[src/rtl/weight_fetch_ctrl.sv]
`default_nettype none
// ============================================================================
// Module   : weight_fetch_ctrl
// Brief    : Read-side sequencer for a per-neuron weight BRAM. Reads words
//            0..DEPTH-1, absorbs the one-cycle BRAM read latency and streams
//            the words over valid/ready through a 2-entry skid FIFO.
// Revision : 1.0 - initial release
// ============================================================================
module weight_fetch_ctrl #(
    parameter int DEPTH = 28,
    parameter int AW    = 5,
    parameter int DW    = 16
) (
    input  logic          CLK,
    input  logic          RST_N,
    input  logic          START,
    output logic          BUSY,
    output logic          DONE,
    output logic [AW-1:0] ADDR,
    output logic          EN,
    output logic          WE,
    input  logic [DW-1:0] DO_IN,
    output logic [DW-1:0] W_DATA,
    output logic [AW-1:0] W_IDX,
    output logic          W_VALID,
    input  logic          W_READY,
    output logic          W_LAST
);

    localparam logic [1:0]    c_st_idle  = 2'd0;
    localparam logic [1:0]    c_st_run   = 2'd1;
    localparam logic [1:0]    c_st_drain = 2'd2;
    localparam logic [AW:0]   c_depth    = (AW+1)'(DEPTH);
    localparam logic [AW:0]   c_one      = (AW+1)'(1);
    localparam logic [AW-1:0] c_last_idx = AW'(DEPTH-1);

    logic [1:0]    r_state;
    logic [AW:0]   r_cnt;      // next address to issue; one bit wider so DEPTH fits
    logic [AW-1:0] r_addr;
    logic          r_en;       // also the "read in flight" flag for this cycle
    logic          r_busy;
    logic          r_done;
    logic [1:0]    r_count;    // FIFO occupancy, 0..2
    logic [DW-1:0] r_data0;    // entry 0 is always the head
    logic [DW-1:0] r_data1;
    logic [AW-1:0] r_idx0;
    logic [AW-1:0] r_idx1;

    logic          w_pop;
    logic          w_push;
    logic          w_start;
    logic          w_issue;
    logic          w_last_pop;
    logic [2:0]    w_occ;

    assign w_pop      = W_VALID & W_READY;
    assign w_push     = r_en;
    // Slots committed after this edge: buffered + in flight - leaving now.
    // A pop always implies r_count >= 1, so this cannot underflow.
    assign w_occ      = {1'b0, r_count} + {2'b00, r_en} - {2'b00, w_pop};
    assign w_start    = (r_state == c_st_idle) & START;
    assign w_issue    = w_start |
                        ((r_state == c_st_run) && (r_cnt < c_depth) && (w_occ < 3'd2));
    assign w_last_pop = (r_state == c_st_drain) & w_pop & (r_idx0 == c_last_idx);

    // Sequencer: BRAM read issue, pass state and BUSY/DONE handshake
    always_ff @(posedge CLK or negedge RST_N) begin
        if (!RST_N) begin
            r_state <= c_st_idle;
            r_cnt   <= '0;
            r_addr  <= '0;
            r_en    <= 1'b0;
            r_busy  <= 1'b0;
            r_done  <= 1'b0;
        end else begin
            r_done <= 1'b0;
            if (w_issue) begin
                r_en   <= 1'b1;
                r_addr <= w_start ? '0 : r_cnt[AW-1:0];
                r_cnt  <= w_start ? c_one : (r_cnt + c_one);
            end else begin
                r_en   <= 1'b0;
            end
            case (r_state)
                c_st_idle: begin
                    if (START) begin
                        r_state <= c_st_run;
                        r_busy  <= 1'b1;
                    end
                end
                c_st_run: begin
                    if (r_cnt == c_depth) begin
                        r_state <= c_st_drain;
                    end
                end
                c_st_drain: begin
                    if (w_last_pop) begin
                        r_state <= c_st_idle;
                        r_busy  <= 1'b0;
                        r_done  <= 1'b1;
                    end
                end
                default: r_state <= c_st_idle;
            endcase
        end
    end

    // Two-entry shifting FIFO: captures BRAM data one cycle after each issue
    always_ff @(posedge CLK or negedge RST_N) begin
        if (!RST_N) begin
            r_count <= 2'd0;
            r_data0 <= '0;
            r_data1 <= '0;
            r_idx0  <= '0;
            r_idx1  <= '0;
        end else begin
            case ({w_push, w_pop})
                2'b10: begin
                    if (r_count == 2'd0) begin
                        r_data0 <= DO_IN;
                        r_idx0  <= r_addr;
                    end else begin
                        r_data1 <= DO_IN;
                        r_idx1  <= r_addr;
                    end
                    r_count <= r_count + 2'd1;
                end
                2'b01: begin
                    r_data0 <= r_data1;
                    r_idx0  <= r_idx1;
                    r_count <= r_count - 2'd1;
                end
                2'b11: begin
                    // Occupancy unchanged; the head advances to the next word
                    if (r_count == 2'd1) begin
                        r_data0 <= DO_IN;
                        r_idx0  <= r_addr;
                    end else begin
                        r_data0 <= r_data1;
                        r_idx0  <= r_idx1;
                        r_data1 <= DO_IN;
                        r_idx1  <= r_addr;
                    end
                end
                default: ;
            endcase
        end
    end

    assign BUSY    = r_busy;
    assign DONE    = r_done;
    assign ADDR    = r_addr;
    assign EN      = r_en;
    assign WE      = 1'b0;
    assign W_DATA  = r_data0;
    assign W_IDX   = r_idx0;
    assign W_VALID = (r_count != 2'd0);
    assign W_LAST  = W_VALID & (r_idx0 == c_last_idx);

endmodule
`default_nettype wire

[config.mk]
export PLATFORM = sky130hd
export DESIGN_NAME = weight_fetch_ctrl
export DESIGN_NICKNAME = d
export VERILOG_FILES = /design/src/rtl/weight_fetch_ctrl.sv
export SDC_FILE = /design/constraint.sdc
export NUM_CORES = 1
export LEC_CHECK = 0
export BUFFER_PORTS_ARGS = -buffer_cell sky130_fd_sc_hd__buf_4
export CORE_MARGIN = 2
export CORE_UTILIZATION = 49
export DETAILED_ROUTE_END_ITERATION = 7
export PLACE_DENSITY = 0.71
export SYNTH_ARGS = -nofsm -noshare
export SYNTH_HDL_FRONTEND = slang
export SYNTH_SLANG_ARGS = --single-unit
[constraint.sdc]
create_clock -name CLK -period 8.8 [get_ports CLK]
set_clock_uncertainty 0.2 [all_clocks]
set_input_delay 1.32 -clock CLK [delete_from_list [all_inputs] [get_ports CLK]]
set_output_delay 1.32 -clock CLK [all_outputs]
set_load 0.02 [all_outputs]
# After elaboration in Yosys (flattened, before gate mapping)
# Index checks and enable logic that the tools add are counted.
[classes]
shift = 0
add_sub_neg = 5
n_bitwise = 6
n_eq_ne = 14
multipliers = 0
n_reduce_logical = 13
n_lt_le_gt_ge = 2
muxes = 25
n_div = 0
[ops]
columns = ["operator", "count"]
rows = [
  ["two-way mux 16 bit", 4],
  ["one-hot mux 16 bit (3 select lines)", 1],
  ["one-hot mux 16 bit (2 select lines)", 1],
  ["two-way mux 5 bit", 5],
  ["one-hot mux 5 bit (3 select lines)", 1],
  ["inequality test 2 bit, second input constant", 5],
  ["one-hot mux 5 bit (2 select lines)", 1],
  ["AND reduction 3 bit", 3],
  ["nonzero test 2 bit", 4],
  ["adder 6 x 1 -> 6 bit, second input constant", 1],
  ["== test 2 x 1 -> 1 bit, second input constant", 3],
  ["== test 2 bit, second input constant", 3],
  ["== test 6 x 5 -> 1 bit, second input constant", 1],
  ["less-than comparator 6 x 5 -> 1 bit, second input constant", 1],
  ["two-way mux 2 bit", 3],
  ["two-way mux 6 bit", 1],
  ["one-hot mux 2 bit (3 select lines)", 1],
  ["bitwise AND 1 bit", 5],
  ["== test 5 bit, second input constant", 1],
  ["two-way mux 1 bit", 5],
  ["logical NOT 2 bit", 2],
  ["one-hot mux 2 bit (2 select lines)", 1],
  ["adder 2 x 1 -> 3 bit", 1],
  ["less-than comparator 3 x 2 -> 1 bit, second input constant", 1],
  ["other kinds (9)", 10],
]
[word_totals]
mem_bits_rw = 0
rom_bits = 0
latch_bits = 0
mem_count = 0
in_bits = 20
word_cells = 76
out_inout_bits = 32
regBits = 60

# Logic depth before layout (Yosys ltp)
# Gate-level depths: netlist of the first run.
[depth]
depth_word = 7
depth_mapped = 10
ltp_nobuf = 9

# Worst setup path before layout of the first run
# OpenSTA, ideal clock, no wires.
[synth_path]
path_type = "input to register"
startpoint = "in W_READY"
endpoint = "reg r_cnt[1]"
t_required_ps = 8475
setup_ps = 125
arrival_time_ps = 3060
path_buffers = 1
cell_stages = 8
setup_slack_ps = 5415
path_cell_list = "nor2b_1 buf_2 xnor2_1 nand2b_1 fa_1 and4bb_4 nand3_4 mux2_4"
[synth_between]
elab_chain_len = 5
[synth_rtl]
columns = ["element", "line", "rtl"]
rows = [
  ["start: declaration", "26", "input logic W_READY,"],
  ["bitwise AND 1 bit", "56", "assign w_pop = W_VALID & W_READY;"],
  ["subtractor 3 x 1 -> 3 bit", "60", "assign w_occ = {1'b0, r_count} + {2'b00, r_en} - {2'b00, w_pop};"],
  ["less-than comparator 3 x 2 -> 1 bit", "63", "((r_state == c_st_run) && (r_cnt < c_depth) && (w_occ < 3'd2));"],
  ["logical AND 1 bit", "63", ""],
  ["OR 1 bit", "62", "assign w_issue = w_start |"],
  ["end signal: assignment", "80", "r_cnt <= w_start ? c_one : (r_cnt + c_one);"],
  ["end: declaration", "38", "logic [AW:0] r_cnt;"],
]
# No other way between the ends.
# A chain may end at the register's enable or synchronous reset.

# Worst setup path in the final report of the first run
# Same ends and word-level chain as after synthesis.

==> results.tsv, run 1 <==
metric	value	unit
grt_antenna_before_repair	0	
r2r-start	r_count[1]$_DFFE_PN0P_	
post_dp_cell_area	3280	µm²
ios	52	
cts_max_level	3	
fin_total_pwr	1.44	mW
power_density	412	nW/µm²
critPathKind	in2reg	
wirelength	6030	µm
core_area	5820	µm²
status	finished, final reports clean	
reg2reg_depth	9	
ys_seq_elements	60	
fmax	0.250	GHz
cts_root_buf	clkbuf_8	
antennaDiodeCount	0	
insertion_delay	0.33	ns
yosysSeqAreaShare	0.515	
finalCritPeriodShare	0.454	
grt_remaining_overflow	0	
cts.hold.buffers_added	0	
setup_slack	4.81	ns
grt_pass1_wl	9930	µm
cts.sinks	60	
post-place-ws	4.51	ns
ys_warn_count	0	
worstHoldStart	r_data1[0]$_DFFE_PN0P_	
placed_cells	369	
hold_ws	0.290	ns
synth_area	2910	µm²
ctsLongestPathBuffers	2	
numCtsBuffers	9	
synthArstFlopShare	1.00	
min_path_type	reg2reg	
fin_tns_setup	0	ns
drc	0	
p_leak	1.62	nW
cp.required	8.82	ns
place_congestion	0.848	
fillers	503	
max_cap_violations	0	
via_per_inst	5.39	
die_y	81.1	µm
rows	28	
fin_crit	3.99	ns
ant_nets	0	
layout.nets	330	
area_delta_synth_final	20.2	%
setup_viol	0	
start_util	0.501	
cts_tree	built	
worstPathMaxFanout	25	
finalCoreUtilization	0.602	
drive_gt1_frac	0.304	
clkTransAtPathRegs	0.07	ns
crit-reg2reg-capture	r_cnt[1]$_DFFE_PN0P_	
crit_arrival	4.01	ns
yosysUniqueCellTypes	45	
routedWlPerCell	15.7	µm
finalInstanceArea	3500	µm²
synth_flop_cell	dfrtp_1	
end_kind	register	
grt_pass1_vias	2045	
ir_drop	0.187	mV
drtIter0Drc	200	
worstHoldEndpoint	r_data1[0]$_DFFE_PN0P_	
synth_edf_count	0	
rrSetupSlack	5.05	ns
die_area	6580	µm²
syn-num-nets	287	
grt_max_degree	61	
place_hpwl	3880	µm
dieWidth	81.1	µm
num_vias	2071	
avgSynthCellArea	11.1	µm²
drv_slew	0	
rsz0062_at_grt	false	
first_pass_iters	4	
final_hold_viol_count	0	
cts_resized	0	
syn-instance-count	262	
holdPathStages	1	
grt_usage	0.202	
portBuffers	50	
slew_headroom	0.250	
cp-start-kind	input pin	
cts_setup_buffers	0	
final_cells	384	
tightest_slew	1.12	ns
-- sequential cells by signal (all words and copies together) (netlist names), 2 cells and up --
register  count
W_DATA       16
r_state       2
W_IDX         5
r_data1      16
r_idx1        5
r_count       2
r_cnt         6
ADDR          5
-- placed cells by master (no fill, tap or decap), types with 2 or more instances in the layout --
cell type,instances
dfrtp_1,60
buf_4,50
nor2_1,25
nand3_1,24
a31oi_1,23
mux2_4,21
o21ai_0,21
nand2_1,15
clkbuf_8,11
inv_1,7
mux2i_1,6
nand2b_1,4
ha_1,4
xnor2_1,2
and3_1,2
nand4_1,2
and2_1,2
nor3b_1,2
bufinv_16,2
-- worst max-delay path: stages --
cell and delay (ns):
buf_4 0.10, nor2b_2 0.89, xnor2_1 0.21, nand2b_1 0.22, fa_1 0.52, and4bb_4 0.28, nand3_4 0.14, mux2_4 0.33
-- layout make-up --
| type | instances | area, µm² | share of cell area |
|---|---|---|---|
| inverter | 8 | 30.0 | 0.00858 |
| tap | 75 | 93.8 | 0.0268 |
| sequential | 60 | 1500 | 0.429 |
| timing repair buffer | 50 | 375 | 0.107 |
| clock buffer | 11 | 151 | 0.0432 |
| clock inverter | 4 | 72.6 | 0.0207 |
| multi-input combinational | 176 | 1280 | 0.365 |
-- worst max path at each step --
stage                        from              endpoint
after CTS                 W_READY  r_cnt[1]$_DFFE_PN0P_
after global placement    W_READY  r_cnt[1]$_DFFE_PN0P_
after floorplan           W_READY  r_cnt[1]$_DFFE_PN0P_
after global routing      W_READY  r_cnt[1]$_DFFE_PN0P_
after detailed placement  W_READY  r_cnt[1]$_DFFE_PN0P_
final                     W_READY  r_cnt[1]$_DFFE_PN0P_
-- per-layer routing --
layer	GRT usage	routed length [µm]	up-vias
met3	0.0344	220	10
met1	0.272	2750	1002
met5	0	0	-
met4	0.114	112	0
li1	-	-	1015
met2	0.309	2940	44
-- synthesized netlist by cell type, types with 2 or more instances --
master,n,area share
a31oi_1,23,0.049
and2_1,2,0.0043
and3_1,2,0.0043
buf_2,7,0.012
buf_4,4,0.010
buf_6,2,0.0077
clkbuf_1,4,0.0052
dfrtp_1,60,0.52
ha_1,4,0.017
inv_1,7,0.0090
mux2_4,21,0.11
mux2i_1,6,0.021
nand2_1,15,0.019
nand2b_1,4,0.0086
nand3_1,24,0.041
nand4_1,2,0.0043
nor2_1,25,0.032
nor3b_1,2,0.0052
o21ai_0,21,0.036
xnor2_1,2,0.0060
-- power by group --
part | switching, mW | internal (mW)
Sequential | 0.0966 | 0.404
Combinational | 0.342 | 0.318
Clock | 0.107 | 0.173
-- logic make-up (layout without fill, tap and decap cells) --
| logic type | after synthesis | count (layout) | synth area share |
|---|---|---|---|
| and+or+nand+nor | 86 | 86 | 0.157 |
| DFF | 60 | 60 | 0.515 |
| AOI/OAI and AO/OA | 51 | 51 | 0.104 |
| muxes | 29 | 29 | 0.137 |
| buffers and inverters | 26 | 73 | 0.0472 |
| adders and majority gates | 5 | 5 | 0.0241 |
| xor gates and xnor gates | 4 | 4 | 0.0146 |
| other | 1 | 1 | 0.00129 |
Note: power is estimated with default switching activity, not from simulation.
==> inputs of run 2 (changes only) <==
==> constraint.sdc (replaced) <==
create_clock -name CLK -period 4.1 [get_ports CLK]
set_clock_uncertainty 0.2 [all_clocks]
set_input_delay 0.615 -clock CLK [delete_from_list [all_inputs] [get_ports CLK]]
set_output_delay 0.615 -clock CLK [all_outputs]
set_load 0.02 [all_outputs]
==> run 2 against run 1 <==
Clock-buffer cell count is the same. Setup slack got worse by 3.6 ns. Critical path depth up 1. Critical path type is now reg2reg. Global-route usage hardly changed. Highest routed layer unchanged. Routed wire length rose by 3.8%.
==> results.tsv, run 2 (same netlist as run 1, synthesis figures left out) <==
metric	value	unit	change
place_congestion	0.822		-3.0%
max_cap_violations	0		unchanged
portBuffers	50		unchanged
finalInstanceArea	3520	µm²	+0.43%
cp-start-kind	register		
cts_root_buf	clkbuf_8		
crit-reg2reg-capture	r_cnt[1]$_DFFE_PN0P_		
rows	28		unchanged
wirelength	6260	µm	+3.8%
core_area	5820	µm²	unchanged
power_density	887	nW/µm²	+120%
rsz0062_at_grt	false		
cts_resized	0		unchanged
place_hpwl	3900	µm	+0.64%
min_path_type	in2async		
start_util	0.501		unchanged
num_vias	2115		+2.1%
cts_tree	built		
fin_total_pwr	3.12	mW	+120%
grt_antenna_before_repair	0		unchanged
cp_slowest_cell	fa_1		
drc	0		unchanged
crit_arrival	2.94	ns	-1.07 ns
tightest_slew	0.807	ns	-0.313 ns
finalCritPeriodShare	0.712		
post_dp_cell_area	3290	µm²	+0.46%
cp_top_family	adder cells		
fmax	0.342	GHz	
critPathBufInv	1		unchanged
status	finished, final reports clean		
cts.hold.buffers_added	0		unchanged
dieWidth	81.1	µm	unchanged
mostFrequentLayoutCell	dfrtp_1		
numCtsBuffers	9		unchanged
via_per_inst	5.48		+1.6%
grt_max_degree	61		unchanged
die_area	6580	µm²	unchanged
r2r-start	r_count[1]$_DFFE_PN0P_		
ir_drop	0.401	mV	+110%
area_delta_synth_final	20.7	%	
setup_viol	0		unchanged
fin_crit	2.92	ns	
insertion_delay	0.33	ns	about the same
final_hold_viol_count	0		unchanged
cp.required	4.12	ns	-4.70 ns
fin_tns_setup	0	ns	unchanged
cts_max_level	3		unchanged
p_leak	1.63	nW	+0.59%
crit_path_max_incr_delay	0.52	ns	-0.37 ns
layout.nets	332		+0.61%
first_pass_iters	4		unchanged
final_cell_mix	60 x dfrtp_1, 52 x buf_4, 25 x nor2_1		
ctsLongestPathBuffers	2		unchanged
drive_gt1_frac	0.309		+0.00447
hold_ws	0.156	ns	-0.134 ns
end_kind	register		
grt_pass1_wl	9960	µm	+0.34%
slew_headroom	0.461		+0.211
reg2reg_depth	9		unchanged
worstPathMaxFanout	7		-72%
grt_remaining_overflow	0		unchanged
drv_slew	0		unchanged
cts.sinks	60		unchanged
clkTransAtPathRegs	0.07	ns	about the same
ant_nets	0		unchanged
routedWlPerCell	16.2	µm	+3.3%
critPathKind	reg2reg		
ios	52		unchanged
cts_setup_buffers	0		unchanged
grt_pass1_vias	2001		-2.2%
rrSetupSlack	1.18	ns	-3.87 ns
drtIter0Drc	137		-32%
antennaDiodeCount	0		unchanged
path_cells	inv_1 > ha_1 > nor2b_2 > xnor2_1 > nand2b_1 > fa_1 > and4bb_4 > nand3_4 > mux2_4		
grt_usage	0.202		+0.000337
die_y	81.1	µm	unchanged
[run 2: cell types whose count changed in the layout (fill, tap and decap cells not counted), sizes merged]
cell,change
buf,+2
[run 2: per-layer routing]
metal | global-route usage | wire, µm | vias to the layer above
li1 | - | - | 1014
met1 | 0.274 | 2920 | 1039
met2 | 0.321 | 3000 | 54
met3 | 0.0356 | 255 | 8
met4 | 0.0881 | 91 | 0
met5 | 0 | 0 | -
[run 2: worst max-delay path by stage]
stage | startpoint | to | slack [ns] | cells after the start
floorplan | r_count[1]$_DFFE_PN0P_ | r_cnt[1]$_DFFE_PN0P_ | 1.29 | 10
global placement | r_count[1]$_DFFE_PN0P_ | r_cnt[1]$_DFFE_PN0P_ | 1.29 | 9
detailed placement | r_count[1]$_DFFE_PN0P_ | r_cnt[1]$_DFFE_PN0P_ | 1.21 | 9
CTS | r_count[1]$_DFFE_PN0P_ | r_cnt[1]$_DFFE_PN0P_ | 1.19 | 9
global route | r_count[1]$_DFFE_PN0P_ | r_cnt[1]$_DFFE_PN0P_ | 1.02 | 9
finish | r_count[1]$_DFFE_PN0P_ | r_cnt[1]$_DFFE_PN0P_ | 1.18 | 9
[run 2: stage by stage]
stage               instances  setup slack, ns   util
finish                    386             1.18  0.605
global route              386             1.02  0.605
CTS                       386             1.19  0.605
floorplan                 262             1.29      -
global placement          371             1.29  0.566
detailed placement        371             1.21  0.566
[run 2: power breakdown]
part,total [mW],switching (mW),internal [mW]
Clock,0.606,0.235,0.371
Sequential,1.08,0.211,0.867
Combinational,1.43,0.743,0.690
[run 2: worst register-to-register path, delay by kind of cell (launching register included)]
family | cells | cell delay, ns
xor gates and xnor gates | 1 | 0.10
adders and majority gates | 2 | 0.79
buffers and inverters | 1 | 0.12
DFF | 1 | 0.51
muxes | 1 | 0.33
and+or+nand+nor | 4 | 0.75
[run 2: area by class of cell]
class / count / area, µm²
clock buffer: 11 / 151
clock inverter: 4 / 72.6
fill: 489 / 2300
inverter: 8 / 30.0
multi-input combinational: 176 / 1280
sequential: 60 / 1500
tap: 75 / 93.8
timing repair buffer: 52 / 390
==> inputs of run 3 (changes only) <==
--- a/config.mk
+++ b/config.mk
@@ -5,11 +5,12 @@
 export SDC_FILE = /design/constraint.sdc
 export NUM_CORES = 1
 export LEC_CHECK = 0
+export ABC_AREA = 1
 export BUFFER_PORTS_ARGS = -buffer_cell sky130_fd_sc_hd__buf_4
 export CORE_MARGIN = 2
 export CORE_UTILIZATION = 49
 export DETAILED_ROUTE_END_ITERATION = 7
-export PLACE_DENSITY = 0.71
+export PLACE_DENSITY = 0.74
 export SYNTH_ARGS = -nofsm -noshare
 export SYNTH_HDL_FRONTEND = slang
 export SYNTH_SLANG_ARGS = --single-unit
==> constraint.sdc (replaced) <==
create_clock -name CLK -period 2.6 [get_ports CLK]
set_clock_uncertainty 0.2 [all_clocks]
set_input_delay 0.39 -clock CLK [delete_from_list [all_inputs] [get_ports CLK]]
set_output_delay 0.39 -clock CLK [all_outputs]
set_load 0.02 [all_outputs]
==> run 3 against run 2 <==
Clock-buffer cell count did not move. Setup slack got worse by 1.1 ns. Synthesized cell count rose by 29%. Power rose by 45%. Clock power rose by 15%.
==> results.tsv, run 3 <==
metric	value	unit	change
status	finished, final reports clean		
tightest_slew	0.762	ns	-0.0451 ns
cts.sinks	60		unchanged
max_cap_violations	0		unchanged
num_vias	2422		+15%
cpMostUsedCell	nand2_1		
crit_path_end	r_cnt[4]$_DFFE_PN0P_		
first_pass_iters	4		unchanged
cts_max_level	3		unchanged
fmax	0.404	GHz	+18%
cts_tree	built		
reg2reg_depth	13		+4
routedWlPerCell	13.5	µm	-16%
yosysUniqueCellTypes	26		-42%
ir_drop	0.514	mV	+28%
synth_common_cells	78 x nand2_1, 60 x dfrtp_1, 34 x inv_1		
layout.nets	416		+25%
via_per_inst	5.16		-5.8%
crit_arrival	2.54	ns	-0.40 ns
ant_nets	0		unchanged
syn-instance-count	337		+29%
finalCritPeriodShare	0.951		+0.239
place_congestion	0.851		+3.5%
dieWidth	81.3	µm	+0.22%
worstPathMaxFanout	6		-1
grt_remaining_overflow	0		unchanged
area_delta_synth_final	21.5	%	
yosysSeqAreaShare	0.513		-0.00242
start_util	0.500		-0.000647
wirelength	6350	µm	+1.5%
die_y	81.3	µm	+0.22%
yosysMostFrequentCell	nand2_1		
cp-start-kind	register		
crit-reg2reg-capture	r_cnt[4]$_DFFE_PN0P_		
drtIter0Drc	159		+16%
synth.top_cell.area_share	0.513		-0.00242
synth_flop_cell	dfrtp_1		
grt_max_degree	61		unchanged
grt_antenna_before_repair	0		unchanged
cp_num_cells	13		+4
clkTransAtPathRegs	0.07	ns	about the same
hold_ws	0.126	ns	-0.0297 ns
synthArstFlopShare	1.00		unchanged
syn-num-nets	362		+26%
drc	0		unchanged
r2r-start	r_count[0]$_DFFE_PN0P_		
setup.worst_path.start	r_count[0]$_DFFE_PN0P_		
cp_slowest_cell	fa_1		
rows	28		unchanged
grt_pass1_vias	2256		+13%
place_hpwl	4120	µm	+5.7%
p_leak	1.79	nW	+9.8%
drv_slew	0		unchanged
die_area	6610	µm²	+0.44%
grt_usage	0.209		+0.00668
rrSetupSlack	0.13	ns	-1.05 ns
final_cell_mix	78 x nand2_1, 60 x dfrtp_1, 60 x buf_4		
yosys.area.top_type	dfrtp_1		
slew_headroom	0.491		+0.0302
fin_crit	2.47	ns	-0.447 ns
fillers	531		+8.6%
final_hold_viol_count	0		unchanged
synth_edf_count	0		unchanged
numCtsBuffers	9		unchanged
ys_seq_elements	60		unchanged
setup_viol	0		unchanged
power_density	1270	nW/µm²	+43%
core_area	5850	µm²	+0.60%
ys_warn_count	0		unchanged
critPathBufInv	2		+1
ctsLongestPathBuffers	2		unchanged
worstHoldStart	DO_IN[9]		
critPathKind	reg2reg		
ys_top_cells_by_area	dfrtp_1 51%, nand2_1 10%, nand3_1 5.0%, a31oi_1 4.5%, inv_1 4.4%		
synth_area	2930	µm²	+0.47%
avgSynthCellArea	8.68	µm²	-22%
min_path_type	in2reg		
end_kind	register		
cts_root_buf	clkbuf_8		
portBuffers	50		unchanged
drive_gt1_frac	0.256		-0.0523
path_cells	inv_2 > ha_4 > inv_2 > nand2_4 > nor2_4 > o21ai_2 > fa_1 > nand2_1 > nor2_4 > nand3_4 > nand2_4 > nand2_1 > nand2_1		
ios	52		unchanged
mostFrequentLayoutCell	nand2_1		
antennaDiodeCount	0		unchanged
cp.required	2.66	ns	-1.46 ns
grt_pass1_wl	10500	µm	+5.5%
cp_top_family	simple AND/OR/NAND/NOR gates		
crit_path_max_incr_delay	0.56	ns	+0.04 ns
insertion_delay	0.32	ns	about the same
fin_tns_setup	0	ns	unchanged
==> run 3: worst min-delay path: cells and delay by family <==
family / cells / cell delay, ns
compound gates: 1 / 0.06
buf+inv: 1 / 0.11
simple gates: 1 / 0.05
==> run 3: worst min-delay path by stage <==
stage,endpoint,slack [ns],depth (start not counted)
floorplan,ADDR[0]$_DFFE_PN0P_,-0.11,0
global placement,r_idx1[2]$_DFFE_PN0P_,0.27,2
detailed placement,BUSY$_DFFE_PN0P_,0.27,2
CTS,W_DATA[9]$_DFFE_PN0P_,0.12,3
global route,W_DATA[3]$_DFFE_PN0P_,0.12,3
finish,W_DATA[9]$_DFFE_PN0P_,0.13,3
==> run 3: cells by family after synthesis <==
family | share of synthesized area
compound gates | 0.0894
fa+ha+maj | 0.0239
flops | 0.513
buf+inv | 0.0966
other cells | 0.00128
simple gates | 0.267
xor+xnor | 0.00898
==> run 3: per-layer routing <==
| metal | share of wire | global-route usage |
|---|---|---|
| met1 | 0.44 | 0.273 |
| met3 | 0.053 | 0.0611 |
| met2 | 0.49 | 0.334 |
| met5 | 0 | 0 |
| met4 | 0.021 | 0.0661 |
==> run 3: report_power, final <==
part / leakage (nW) / total [mW] / internal [mW] / switching, mW
registers: 0.734 / 1.65 / 1.35 / 0.303
clock network: 0.0848 / 0.694 / 0.356 / 0.338
logic: 0.970 / 2.18 / 0.885 / 1.30
==> run 3: timing repair <==
item                                   4_1_cts  5_1_grt
cloned                                       1        0
setup endpoints to repair                   11       10
hold buffers                                 1        0
endpoints found under the hold margin       60        0
buffers inserted                             1        2
gates resized for setup                      1       10
pin swaps                                    0        5
==> run 3: area by class of cell <==
cell class	instances	area, µm²	share of cell area
Sequential cell	60	1500	0.422
Multi-Input combinational cell	220	1200	0.337
Timing Repair Buffer	61	460	0.129
Inverter	39	146	0.0412
Clock buffer	11	141	0.0397
Tap cell	75	93.8	0.0264
Clock inverter	3	15.0	0.00422
==> run 3: through the flow <==
step / cells / cell area [µm²] / power (mW) / util / setup WS (ns)
4_1_cts: 467 / 3510 / 4.45 / 0.599 / 0.0480
5_1_grt: 469 / 3560 / 4.91 / 0.608 / -0.0121
6_report: 469 / 3560 / 4.53 / 0.608 / 0.127
2_1_floorplan: 337 / 2930 / 3.05 / - / 0.0191
3_3_place_gp: 450 / 3310 / 3.59 / 0.567 / 0.0522
3_5_place_dp: 450 / 3310 / 3.69 / 0.567 / -0.123
